===== src/rtl/rr_arb_mux__pkg.sv =====
// ---------------------------------------------------------------------------
// rr_arb_mux__pkg
// Shared helpers for the round-robin arbitrating multiplexer.
//   wrap_inc : increment an index modulo an arbitrary (non power-of-two)
//              channel count; used to advance the round-robin pointer.
// ---------------------------------------------------------------------------
package rr_arb_mux__pkg;

  // Next index after idx in a ring of n entries. The wrap is at n, not at a
  // power of two, so a 3-channel ring goes 0,1,2,0 and never visits 3.
  function automatic int unsigned wrap_inc(input int unsigned idx,
                                           input int unsigned n);
    int unsigned res;
    if (idx >= n - 32'd1) begin
      res = 32'd0;
    end else begin
      res = idx + 32'd1;
    end
    return res;
  endfunction

endpackage


===== src/rtl/rr_arb_mux__grant.sv =====
// ---------------------------------------------------------------------------
// rr_grant_
// Combinational round-robin grant finder.
//   valid     : per-channel request vector
//   ptr       : highest-priority channel index (0..N_INS-1)
//   grant     : one-hot grant (all zero when nothing requests)
//   grant_idx : encoded index of the granted channel
//   found     : some channel was granted
// The request vector is duplicated to 2*N_INS bits and everything below ptr
// is masked off; the lowest remaining set bit is the winner. Bits in the
// upper copy stand for the wrapped-around channels, so the search order is
// ptr..N_INS-1 followed by 0..ptr-1 with no modulo-2^k aliasing.
// ---------------------------------------------------------------------------
module rr_grant_ #(
  parameter  int unsigned N_INS     = 4,
  localparam int unsigned SEL_WIDTH = $clog2(N_INS)
) (
  input  logic [N_INS-1:0]     valid,
  input  logic [SEL_WIDTH-1:0] ptr,
  output logic [N_INS-1:0]     grant,
  output logic [SEL_WIDTH-1:0] grant_idx,
  output logic                 found
);

  logic [2*N_INS-1:0] dbl_s;
  logic [2*N_INS-1:0] masked_s;

  // Masked double-width priority search followed by one-hot decode.
  always_comb begin
    dbl_s     = {valid, valid};
    masked_s  = {(2*N_INS){1'b0}};
    grant     = {N_INS{1'b0}};
    grant_idx = {SEL_WIDTH{1'b0}};
    found     = 1'b0;

    for (int i = 0; i < 2 * int'(N_INS); i++) begin
      if (i >= int'(ptr)) begin
        masked_s[i] = dbl_s[i];
      end else begin
        masked_s[i] = 1'b0;
      end
    end

    for (int i = 0; i < 2 * int'(N_INS); i++) begin
      if (masked_s[i] && !found) begin
        found = 1'b1;
        if (i >= int'(N_INS)) begin
          grant_idx = SEL_WIDTH'(i - int'(N_INS));
        end else begin
          grant_idx = SEL_WIDTH'(i);
        end
      end else begin
        found = found;
      end
    end

    for (int i = 0; i < int'(N_INS); i++) begin
      grant[i] = found && (grant_idx == SEL_WIDTH'(i));
    end
  end

endmodule


===== src/rtl/rr_arb_mux__mux.sv =====
// ---------------------------------------------------------------------------
// rr_mux_
// N-input AND-OR data multiplexer selected by an encoded index.
//   ins : per-channel data
//   sel : encoded channel index
//   y   : selected data (zero when sel matches no channel)
// ---------------------------------------------------------------------------
module rr_mux_ #(
  parameter  int unsigned WIDTH     = 32,
  parameter  int unsigned N_INS     = 4,
  localparam int unsigned SEL_WIDTH = $clog2(N_INS)
) (
  input  logic [N_INS-1:0][WIDTH-1:0] ins,
  input  logic [SEL_WIDTH-1:0]        sel,
  output logic [WIDTH-1:0]            y
);

  // Decode sel per channel and OR the gated data words together.
  always_comb begin
    y = {WIDTH{1'b0}};
    for (int i = 0; i < int'(N_INS); i++) begin
      y = y | (ins[i] & {WIDTH{sel == SEL_WIDTH'(i)}});
    end
  end

endmodule


===== src/rtl/rr_arb_mux_.sv =====
// ---------------------------------------------------------------------------
// rr_arb_mux_
// Registered N-input round-robin arbitrating multiplexer with valid/ready on
// every input channel and on the single output.
//   clk       : clock, all state on rising edge
//   rst_aN    : asynchronous active-low reset
//   ins_valid : per-channel request
//   ins       : per-channel data
//   ins_ready : per-channel accept, at most one bit high
//   out_valid : output register holds an entry
//   out_ready : consumer accepts the entry
//   out       : registered data
//   out_sel   : index of the channel that produced out
// The grant depends only on ins_valid and the priority pointer; the output
// register state only gates whether the granted channel is told ready, so
// there is no loop from ins_ready back into the arbiter.
// ---------------------------------------------------------------------------
module rr_arb_mux_
  import rr_arb_mux__pkg::*;
#(
  parameter  int unsigned WIDTH     = 32,
  parameter  int unsigned N_INS     = 4,
  localparam int unsigned SEL_WIDTH = $clog2(N_INS)
) (
  input  logic                        clk,
  input  logic                        rst_aN,
  input  logic [N_INS-1:0]            ins_valid,
  input  logic [N_INS-1:0][WIDTH-1:0] ins,
  output logic [N_INS-1:0]            ins_ready,
  output logic                        out_valid,
  input  logic                        out_ready,
  output logic [WIDTH-1:0]            out,
  output logic [SEL_WIDTH-1:0]        out_sel
);

  logic [SEL_WIDTH-1:0] ptr_r;
  logic                 out_valid_r;
  logic [WIDTH-1:0]     out_r;
  logic [SEL_WIDTH-1:0] out_sel_r;

  logic [N_INS-1:0]     grant_s;
  logic [SEL_WIDTH-1:0] grant_idx_s;
  logic                 found_s;
  logic                 can_load_s;
  logic                 xfer_s;
  logic [WIDTH-1:0]     mux_out_s;
  logic [SEL_WIDTH-1:0] ptr_nxt_s;

  rr_grant_ #(
    .N_INS (N_INS)
  ) u_grant (
    .valid     (ins_valid),
    .ptr       (ptr_r),
    .grant     (grant_s),
    .grant_idx (grant_idx_s),
    .found     (found_s)
  );

  rr_mux_ #(
    .WIDTH (WIDTH),
    .N_INS (N_INS)
  ) u_mux (
    .ins (ins),
    .sel (grant_idx_s),
    .y   (mux_out_s)
  );

  // The register can take a new entry when empty or being drained this cycle.
  assign can_load_s = ~out_valid_r | out_ready;
  assign ins_ready  = grant_s & {N_INS{can_load_s}};
  assign xfer_s     = found_s & can_load_s;
  // Priority moves to the channel just after the winner.
  assign ptr_nxt_s  = SEL_WIDTH'(wrap_inc(32'(grant_idx_s), N_INS));

  // Output register and round-robin pointer update.
  always_ff @(posedge clk or negedge rst_aN) begin
    if (!rst_aN) begin
      out_valid_r <= 1'b0;
      out_r       <= {WIDTH{1'b0}};
      out_sel_r   <= {SEL_WIDTH{1'b0}};
      ptr_r       <= {SEL_WIDTH{1'b0}};
    end else begin
      if (xfer_s) begin
        // Covers both load-into-empty and drain-and-replace in one cycle.
        out_valid_r <= 1'b1;
        out_r       <= mux_out_s;
        out_sel_r   <= grant_idx_s;
        ptr_r       <= ptr_nxt_s;
      end else if (out_ready) begin
        // Drain only; data and index keep their last value.
        out_valid_r <= 1'b0;
      end else begin
        out_valid_r <= out_valid_r;
      end
    end
  end

  assign out_valid = out_valid_r;
  assign out       = out_r;
  assign out_sel   = out_sel_r;

endmodule


===== config.mk =====
export PLATFORM = sky130hd
export DESIGN_NAME = rr_arb_mux_
export DESIGN_NICKNAME = d
export VERILOG_FILES = /design/src/rtl/rr_arb_mux__pkg.sv /design/src/rtl/rr_arb_mux__grant.sv /design/src/rtl/rr_arb_mux__mux.sv /design/src/rtl/rr_arb_mux_.sv
export SDC_FILE = /design/constraint.sdc
export NUM_CORES = 1
export LEC_CHECK = 0
export CAP_MARGIN = 20
export CORE_MARGIN = 2
export CORE_UTILIZATION = 30
export CTS_CLUSTER_DIAMETER = 50
export DETAILED_ROUTE_END_ITERATION = 6
export PLACE_DENSITY = 0.89
export SLEW_MARGIN = 10
export SYNTH_ARGS = -nofsm -noshare
export SYNTH_HDL_FRONTEND = slang
export SYNTH_SLANG_ARGS = --single-unit
export TNS_END_PERCENT = 100

===== constraint.sdc =====
create_clock -name clk -period 2.25 [get_ports clk]
set_clock_uncertainty 0.05 [all_clocks]
set_input_delay 0.45 -clock clk [delete_from_list [all_inputs] [get_ports clk]]
set_output_delay 0.45 -clock clk [all_outputs]
set_load 0.01 [all_outputs]

==> summary.md, run 1 <==
| Metric | Value |
|---|---|
| Final net count | `around 540` |
| CTS tree | `built` |
| CP endpoint | `ins_ready[2]` |
| Fmax | `422 MHz` |
| Worst-Margin Slew | `roughly 0.88 ns` |
| DRC | `0` |
| Non-filler cells, final | `approximately 500` |
| Number of synthesized flops with an enable pin | `0` |
| Status | `complete, but fails checks` |
| Largest cells by area after synthesis | `dfrtp_1, a22oi_1, a31oi_1` |
| Avg Cell Area, Syn | `about 9.4 um^2` |
| Leak pwr | `between 1.5 and 2 nW` |
| Hold Fails Final Rpt | `0` |
| Crit end category | `output port` |
| Die ar. | `~7900 um^2` |
| Layout overhead on the synthesized area | `96.5%` |
| Maximum vdd ir drop | `0.379 mV` |
| Top Usage Layer GRT | `met2` |
| GP Congestion | `a little over 0.8` |
| Met3 GRT Util | `7.74%` |
| Worst r2r src | `ptr_r[1]` |
| Reg2Reg Depth | `7` |
| Seq pwr share | `29.8%` |
| Synth unique cells | `27` |
| Root Driver | `clkbuf_8` |
| # diodes | `0` |
| Startpoint types | `register` |
| Total GRT Usage | `a little under a quarter` |
| Slew headroom | `just over 40%` |
| Slew Viols, Final | `0` |
| Worst hold path class | `input pin to async pin` |
| Tmin final | `around 2.4 ns` |
| Crit path required time | `around 1.8 ns` |
| Comb pwr share | `a little under three fifths` |
| Final Total Pwr | `between 0.003 and 0.004 W` |
| Synth warn | `0` |
| Synth Flop Type | `dfrtp_1` |
| Met2 usage | `41.3%` |
| Largest net degree at the start of global routing | `38` |
| # setup viols final | `4` |
| Sequential area share after synthesis | `a little over two fifths` |
| Die height | `88.7 um` |
| Crit Path Max Fanout | `3` |
| Skew-Pair Late Insertion Delay | `approximately 0.28 ns` |
| Max-cap check violation count | `0` |
| Met1 Usage GRT | `roughly a quarter` |
| Crit path kind | `register to output port` |
| Row count | `30` |
| Num CTS Buffers | `5` |
| Grt ovf | `0` |
| Core Util, Final | `61.6%` |
| Failing checks | `negative setup slack` |
| Async S/R FF share, synth | `100%` |
| Sink Count | `37` |
| Final WL | `between 9 and 10 mm` |
| Clock network power share | `between 10 and 15%` |
| Internal | `around 0.0022 W` |
| Clk buf depth | `2` |
| Commonest non-fill, non-tap cell in the layout | `clkdlybuf4s50_1` |
| Largest area contributor in the netlist | `dfrtp_1` |
| Final Cycle Share | `105%` |
| Vias in the first global route | `between 2,000 and 3,000` |
| Io pins | `between 150 and 200` |
| First-pass GRT wire length | `roughly 14 mm` |
| FF-to-FF setup slack | `0.10 ns` |
| ANT nets after route | `0` |
| Share of layout cells above drive strength 1 | `14.3%` |
| Routed length per placed instance | `18.6 um` |
| Initial drt markers | `112` |
| Area post-placement | `4030 um^2` |
| Post-Syn Area | `between 2000 and 2500 um^2` |
| Synthesized instance count | `230` |
| Initial antenna violation count | `0` |
| Final Cell Area | `4230 um^2` |
| P per Cell Area | `~800 nW/um^2` |
| H-tree depth | `2` |
| RSZ-0062 raised after global routing | `yes` |
| Initial core utilization | `a little under a third` |
| DR vias | `roughly 2,800` |
| Crit path from | `ptr_r[1]` |
| FF-to-FF End | `out[19]` |
| Core area | `6870 um^2` |
| Most frequent cells in the layout | `clkdlybuf4s50_1, a22oi_1, dfrtp_1` |
| CTS clk-pin slew, worst paths | `approximately 0.07 ns` |
| DP HPWL | `between 6 and 7 mm` |
| Critical Path AT | `1.87 ns` |
| Cts hold-fix bufs | `0` |
| Dpl cells | `approximately 490` |
| Pre-antenna DRT Iters | `4` |
| Net Count, Synth | `around 370` |
| Yosys reg bits | `37` |
| Port bufs | `about 170` |
| Chip width | `88.7 um` |
| Net Sw Frac | `between 30% and 40%` |
| Top-area cell type share of the netlist area | `a little over two fifths` |
| Vias per Instance | `roughly 5.5` |
| P_sw | `around 0.0013 W` |
| Slack of the critical path | `-0.120 ns` |
critical path: stages (launching register included):
cell and delay [ns]:
dfrtp_1 0.43, mux2i_2 0.28, nor2_2 0.08, or3_4 0.37, ha_4 0.18, and3_4 0.14
buf_6 0.12
what timing repair did:
action / in CTS / in global routing
setup endpoints to repair: 36 / 36
setup buffers: 2 / 2
pin swaps: 8 / 5
hold endpoints to repair: 0 / 0
resized for setup: 44 / 7
layout make-up:
type	count	area (um^2)
tap	96	120
timing repair buffer	195	1880
sequential	37	926
multi-input combinational	164	1210
clock buffer	7	86.3
inverter	2	7.51
fill	589	2640
cell usage after synthesis, types with 2 or more instances:
cell	number
a31oi_1	32
o31ai_1	2
inv_1	2
nand2_1	3
clkbuf_1	22
buf_6	3
nor2b_1	2
nand2b_1	2
buf_2	2
a22oi_1	64
dfrtp_1	37
ha_1	4
nor2_1	3
a21oi_1	34
and3_1	4
o21ai_0	3
kinds of logic (layout without fill, tap and decap cells):
group | Yosys count | count (layout) | synth area share, %
AOI/OAI and AO/OA | 138 | 138 | 42.0
DFF | 37 | 37 | 43.0
buffers and inverters | 29 | 204 | 6.21
and+or+nand+nor | 20 | 20 | 5.46
adders and majority gates | 4 | 4 | 2.32
muxes | 2 | 2 | 0.987
stage by stage:
step	setup slack, ns	hold slack [ns]	setup TNS [ns]
2_1_floorplan	0.00707	0.104	0
6_report	-0.120	0.229	-0.405
4_1_cts	-0.103	0.255	-0.301
3_5_place_dp	-0.733	0.464	-14.58
5_1_grt	-0.185	0.297	-1.03
3_3_place_gp	-0.703	0.453	-12.92
power by group through the flow:
stage / logic [W] / clock network, W / registers [W]
floorplan: 0.000742 / 0 / 0.00114
global placement: 0.00180 / 0 / 0.00102
detailed placement: 0.00185 / 0 / 0.00104
CTS: 0.00194 / 0.000489 / 0.00103
global route: 0.00211 / 0.000525 / 0.00106
finish: 0.00196 / 0.000474 / 0.00103
sequential cells by signal, summed over array words and instances, names as in the netlist:
name and flops:
out_sel 2, ptr_r 2, out_valid 1, out 32
worst min path at each step:
stage | from | endpoint | slack (ns) | cells past startpoint
2_1_floorplan | rst_aN | out[0] | 0.10 | 0
3_3_place_gp | out_sel[0] | out_sel[0] | 0.45 | 2
3_5_place_dp | out_sel[1] | out_sel[1] | 0.46 | 2
4_1_cts | rst_aN | out[30] | 0.25 | 1
5_1_grt | rst_aN | out[3] | 0.30 | 1
6_report | rst_aN | out[3] | 0.23 | 1
layer usage:
metal	wire length [um]	vias to the layer above	part of all wire, %
li1	-	1271	-
met1	3410	1332	37
met2	4840	150	52
met3	986	10	11
met4	95	0	1.0
met5	0	-	0
No activity file was read; power rests on OpenSTA's default activity.
==> inputs of run 2 (changes only) <==
- CORE_ASPECT_RATIO: default -> 1.75
==> run 2 against run 1 <==
Effect of this change:
- the flow still finishes with violations (negative setup slack)
- die area rose by 0.34%
- highest routed layer unchanged
- cell count is 0.40% lower
- largest power group unchanged
- setup slack improved by 0.0038 ns
- largest cell class unchanged
==> summary.md, run 2 (same netlist as run 1, synthesis figures left out) <==
| Metric | Value |
|---|---|
| Die height | `116 um (+31%)` |
| Crit end category | `output port` |
| Port bufs | `173 (unchanged)` |
| Vias in the first global route | `3,077 (+8.1%)` |
| Row count | `40 (+33%)` |
| Slew headroom | `43.1% (+1.6 points)` |
| Chip width | `68.1 um (-23%)` |
| Critical path depth | `6 (unchanged)` |
| DP HPWL | `6.95 mm (+4.1%)` |
| Clk buf depth | `2 (unchanged)` |
| Final net count | `553 (+1.7%)` |
| Net Sw Frac | `35.4% (-1.7 points)` |
| Critical Path AT | `1.87 ns (about the same)` |
| Slack of the critical path | `-0.116 ns (+0.00382 ns)` |
| Sink Count | `37 (unchanged)` |
| Root Driver | `clkbuf_16` |
| Skew-Pair Late Insertion Delay | `0.27 ns (about the same)` |
| Pre-antenna DRT Iters | `4 (unchanged)` |
| Hold Fails Final Rpt | `0 (unchanged)` |
| CTS tree | `built` |
| Initial core utilization | `31.2% (-0.17 points)` |
| Critical path's slowest cell | `dfrtp_2` |
| Slowest stage delay, CP | `0.46 ns (+0.03 ns)` |
| Worst hold slack | `0.225 ns (-0.00423 ns)` |
| Status | `complete, but fails checks` |
| Dpl cells | `479 (-2.4%)` |
| Filler instances | `584 (-0.85%)` |
| Max-cap check violation count | `0 (unchanged)` |
| Core area | `6910 um^2 (+0.55%)` |
| GP Congestion | `0.908 (+11%)` |
| Io pins | `174 (unchanged)` |
| H-tree depth | `2 (unchanged)` |
| Initial drt markers | `200 (+79%)` |
| DR vias | `2,779 (+0.58%)` |
| Max reg flops | `32 (unchanged)` |
| Clock network power share | `19.2% (+5.6 points)` |
| First-pass GRT wire length | `14.4 mm (+6.0%)` |
| Maximum vdd ir drop | `0.537 mV (+42%)` |
| Slew Viols, Final | `0 (unchanged)` |
| Internal | `0.00246 W (+12%)` |
| Most frequent cells in the layout | `clkdlybuf4s50_1, a22oi_1, dfrtp_1` |
| Vias per Instance | `5.57 (+0.98%)` |
| Worst-Margin Slew | `0.853 ns (-0.0235 ns)` |
| Final WL | `9.58 mm (+2.6%)` |
| CTS clk-pin slew, worst paths | `0.05 ns (-0.02 ns)` |
| Top Family by Delay on Critical Path | `simple AND/OR/NAND/NOR gates` |
| DRC | `0 (unchanged)` |
| FF-to-FF setup slack | `0.07 ns (-0.03 ns)` |
| Largest net degree at the start of global routing | `38 (unchanged)` |
| Final Cycle Share | `105% (-0.17 points)` |
| Grt ovf | `0 (unchanged)` |
| Layout overhead on the synthesized area | `101%` |
| Fmax | `423 MHz (+0.16%)` |
| Initial antenna violation count | `0 (unchanged)` |
| Total GRT Usage | `24.1% (+1.5 points)` |
| P_sw | `0.00134 W (+4.3%)` |
| Failing checks | `negative setup slack` |
| RSZ-0062 raised after global routing | `yes` |
| Tmin final | `2.37 ns (-0.00382 ns)` |
| Reg2Reg Depth | `8 (+1)` |
| Num CTS Buffers | `5 (unchanged)` |
| Crit path cell chain | `buf_4, nor3b_4, or3_1, ha_2, and3_4, buf_6` |
| # setup viols final | `4 (unchanged)` |
| Fin Setup TNS | `-0.373 ns (+0.0319 ns)` |
| Routed length per placed instance | `19.2 um (+3.0%)` |
| Buf/Inv on CP | `2 (+1)` |
| FF-to-FF End | `out[13]` |
| Seq pwr share | `27.6% (-2.2 points)` |
| Crit Path Max Fanout | `3 (unchanged)` |
| Non-filler cells, final | `499 (-0.40%)` |
| Die ar. | `7900 um^2 (+0.34%)` |
| Crit path kind | `register to output port` |
| Comb pwr share | `53.1% (-3.5 points)` |
| Share of layout cells above drive strength 1 | `16.4% (+2.1 points)` |
| P per Cell Area | `878 nW/um^2 (+7.0%)` |
| Crit path required time | `1.75 ns (about the same)` |
| Startpoint types | `register` |
| ANT nets after route | `0 (unchanged)` |
| Leak pwr | `1.67 nW (+5.3%)` |
| CP endpoint | `ins_ready[2]` |
| Worst hold path class | `input pin to async pin` |
| Crit path from | `ptr_r[1]` |
| # diodes | `0 (unchanged)` |
| Commonest non-fill, non-tap cell in the layout | `clkdlybuf4s50_1` |
| Worst r2r src | `ptr_r[1]` |
-- run 2: cell count changes in the layout (fill, tap and decap cells not counted), moves of 3 or more --
cell | previous run | this run
clkbuf_16 | 0 | 5
and3_1 | 0 | 3
and3_4 | 4 | 1
buf_4 | 22 | 30
buf_2 | 1 | 5
clkbuf_8 | 6 | 2
-- run 2: what timing repair did --
action	4_1_cts	5_1_grt
setup buffers	8	4
hold buffers	0	0
endpoints found under the setup margin	36	36
pin swaps	9	3
gates resized for setup	42	10
-- run 2: power groups by stage --
stage | logic [W] | registers (W) | clock network [W]
3_5_place_dp | 0.00185 | 0.00104 | 0
6_report | 0.00202 | 0.00105 | 0.000730
5_1_grt | 0.00217 | 0.00108 | 0.000766
2_1_floorplan | 0.000742 | 0.00114 | 0
3_3_place_gp | 0.00180 | 0.00103 | 0
4_1_cts | 0.00195 | 0.00103 | 0.000744
-- run 2: through the flow --
stage / cell area [um^2] / power [W] / worst slack, ns / utilization [%]
after global routing: 4330 / 0.00401 / -0.176 / 62.7
after CTS: 4290 / 0.00373 / -0.0773 / 62.1
after global placement: 4010 / 0.00283 / -0.681 / 58.1
final: 4330 / 0.00380 / -0.116 / 62.7
after detailed placement: 4010 / 0.00289 / -0.741 / 58.1
after floorplan: 2170 / 0.00188 / 0.00707 / -
-- run 2: worst min-delay path by stage --
stage	slack, ns	to
after global placement	0.48	out[24]
after floorplan	0.10	out[0]
after global routing	0.31	out[3]
after CTS	0.26	out[3]
after detailed placement	0.48	out_sel[1]
final	0.23	out[3]
-- run 2: routing by layer --
layer,up-vias,routed length [um],global-route usage (%)
met2,136,5500,45.4
li1,1291,-,-
met5,-,0,0
met3,28,635,4.43
met1,1324,3120,24.0
met4,0,320,12.5
-- run 2: final cells by class --
class / count / area [um^2] / share of cell area [%]
clock buffers: 7 / 153 / 3.53
clock inverters: 1 / 5.00 / 0.116
inverters: 2 / 7.51 / 0.173
multi-input cells: 164 / 1190 / 27.5
flip-flops and latches: 37 / 928 / 21.5
well taps: 84 / 105 / 2.43
repair buffers: 204 / 1940 / 44.8
==> RTL change, RTL diff (config.mk and constraints of run 1) <==
`WIDTH` is set to 32 in 2 places; all go to 24.
--- a/src/rtl/rr_arb_mux__mux.sv
+++ b/src/rtl/rr_arb_mux__mux.sv
@@ -6,7 +6,7 @@
 //   y   : selected data (zero when sel matches no channel)
 // ---------------------------------------------------------------------------
 module rr_mux_ #(
-  parameter  int unsigned WIDTH     = 32,
+  parameter  int unsigned WIDTH     = 24,
   parameter  int unsigned N_INS     = 4,
   localparam int unsigned SEL_WIDTH = $clog2(N_INS)
 ) (
--- a/src/rtl/rr_arb_mux_.sv
+++ b/src/rtl/rr_arb_mux_.sv
@@ -18,7 +18,7 @@
 module rr_arb_mux_
   import rr_arb_mux__pkg::*;
 #(
-  parameter  int unsigned WIDTH     = 32,
+  parameter  int unsigned WIDTH     = 24,
   parameter  int unsigned N_INS     = 4,
   localparam int unsigned SEL_WIDTH = $clog2(N_INS)
 ) (
Interface: changed (resized ins and out); port bits go from 174 to 134. No check against the original RTL was run, so the function may have changed too.
==> RTL change against run 1 <==
The flow still finishes with violations (setup timing). Setup slack improved by 3.9 ps. Register-to-register slack worse by 160 ps. Sequential cell count is 8 lower. Largest power group unchanged. Final area shrank 16%. Non-clock buffer count shrank 40. Hold slack improved by 230 ps. Routed wire length down 30%. Largest cell class unchanged. Power fell by 4.5%. Synthesized area fell by 16%. Critical path type unchanged.
==> RTL change: results (changes against run 1) <==
status: "complete, but fails checks"
violations: "setup timing"
largest_reg_flops: 24  # -25%
placedCellCount: 385  # -22%
tns_ps: -862  # -457 ps
yosysWarnings: 0  # unchanged
dpl.hpwl_um: 4760  # -29%
nets: 430  # -21%
clk_pin_slew_ps: 60
top_layer: "met4"
met1Wirelength_um: 2400  # -30%
use_met1: 0.215  # -0.0314
n_antenna_cell: 0  # unchanged
vdd_drop_max_v: 0.000438  # +16%
cts_buffer_depth: 2  # unchanged
track_usage: 0.197  # -0.0288
setup_ws_ps: -116  # +3.88 ps
fill_cells: 492  # -16%
grt_start_max_net_pins: 30  # -21%
syn_nets: 283  # -23%
vias: 2050  # -26%
ys_top_cells_by_count: "a22oi_1 (48), dfrtp_1 (29), nand2_1 (25), mux2_2 (19), clkbuf_1 (12)"
drive_gt1_frac: 0.265  # +0.122
arrival_ps: 1870  # about the same
antenna_found_initial: 0  # unchanged
async_flop_share: 1.00  # unchanged
grt_pass1_wl_um: 9810  # -28%
first_iter_violations: 48  # -57%
routed_wirelength_um: 6570  # -30%
place.gp.congestion: 0.799  # -2.2%
use_met3: 0.0505  # -0.0269
slew_headroom: 0.732  # +0.316
crit_top_cell: "buf_6"
p_leak_nw: 1.49  # -6.3%
port_buffers: 133  # -23%
synth.yosys.seq_area_share: 0.402  # -0.0278
fin_cells: 399  # -20%
yosys-top-cells-area: "dfrtp_1 (40%), a22oi_1 (20%), mux2_2 (12%), nand2_1 (5.2%), mux2_4 (5.0%)"
post-place-ws_ps: -836  # -103 ps
setup_violations: 27  # +23
firstDrtPassIters: 4  # unchanged
met2_usage: 0.357  # -0.0558
synth.avg_cell_area_um2: 10.3  # +9.5%
switching_power_mw: 1.18  # -8.6%
routed-wl-met3_um: 478  # -52%
hold_start: "out[0]"
routed-wl-met2_um: 3570  # -26%
hold_path_class: "reg -> reg"
crit_fanout: 2  # -1
slowest_delay_ps: 420
critical_path.top_delay_family: "buffers and inverters"
## RTL change: cells by family (layout without fill, tap and decap cells)
kind of cell | Yosys count | after routing | synth area share
compound gates | 58 | 58 | 0.236
fa+ha+maj | 4 | 4 | 0.0277
mux | 26 | 26 | 0.174
flops | 29 | 29 | 0.402
buf+inv | 17 | 165 | 0.0443
simple gates | 42 | 42 | 0.116
## RTL change: metrics by stage
stage	total power [mW]	instance area, um^2
2_1_floorplan	1.77	1820
3_3_place_gp	2.64	3280
3_5_place_dp	2.70	3280
5_1_grt	3.53	3570
4_1_cts	3.28	3530
6_report	3.32	3570
## RTL change: timing repair
action	in CTS	in global routing
hold buffers	0	0
pin swaps	9	2
cloned	0	0
setup buffers	6	0
setup endpoints to repair	28	28
gates resized for setup	54	12
## RTL change: final cells by class
class,count,area [um^2],area share
tap,75,93.8,0.0263
clock buffer,8,80.1,0.0224
sequential,29,726,0.203
inverter,2,7.51,0.00210
timing repair buffer,155,1500,0.419
multi-input combinational,130,1170,0.328
## RTL change: power groups by stage
stage,Combinational [mW],Sequential (mW),Clock [mW]
floorplan,0.767,1.00,0
finish,2.01,0.893,0.413
global placement,1.75,0.888,0
CTS,1.96,0.896,0.425
global route,2.15,0.926,0.450
detailed placement,1.79,0.905,0
## RTL change: path summary, 6_finish.rpt
| path | to | slack, ps | cells after the start |
|---|---|---|---|
| worst max-delay path | ins_ready[0] | -120 | 9 |
| worst min-delay path | out[0] | 460 | 1 |
| worst max register to register | out[10] | -60 | 11 |
| worst min register to register | out[0] | 460 | 1 |
| max in group asynchronous | out[18] | 1360 | 2 |
| min in group asynchronous | out_valid | 510 | 2 |
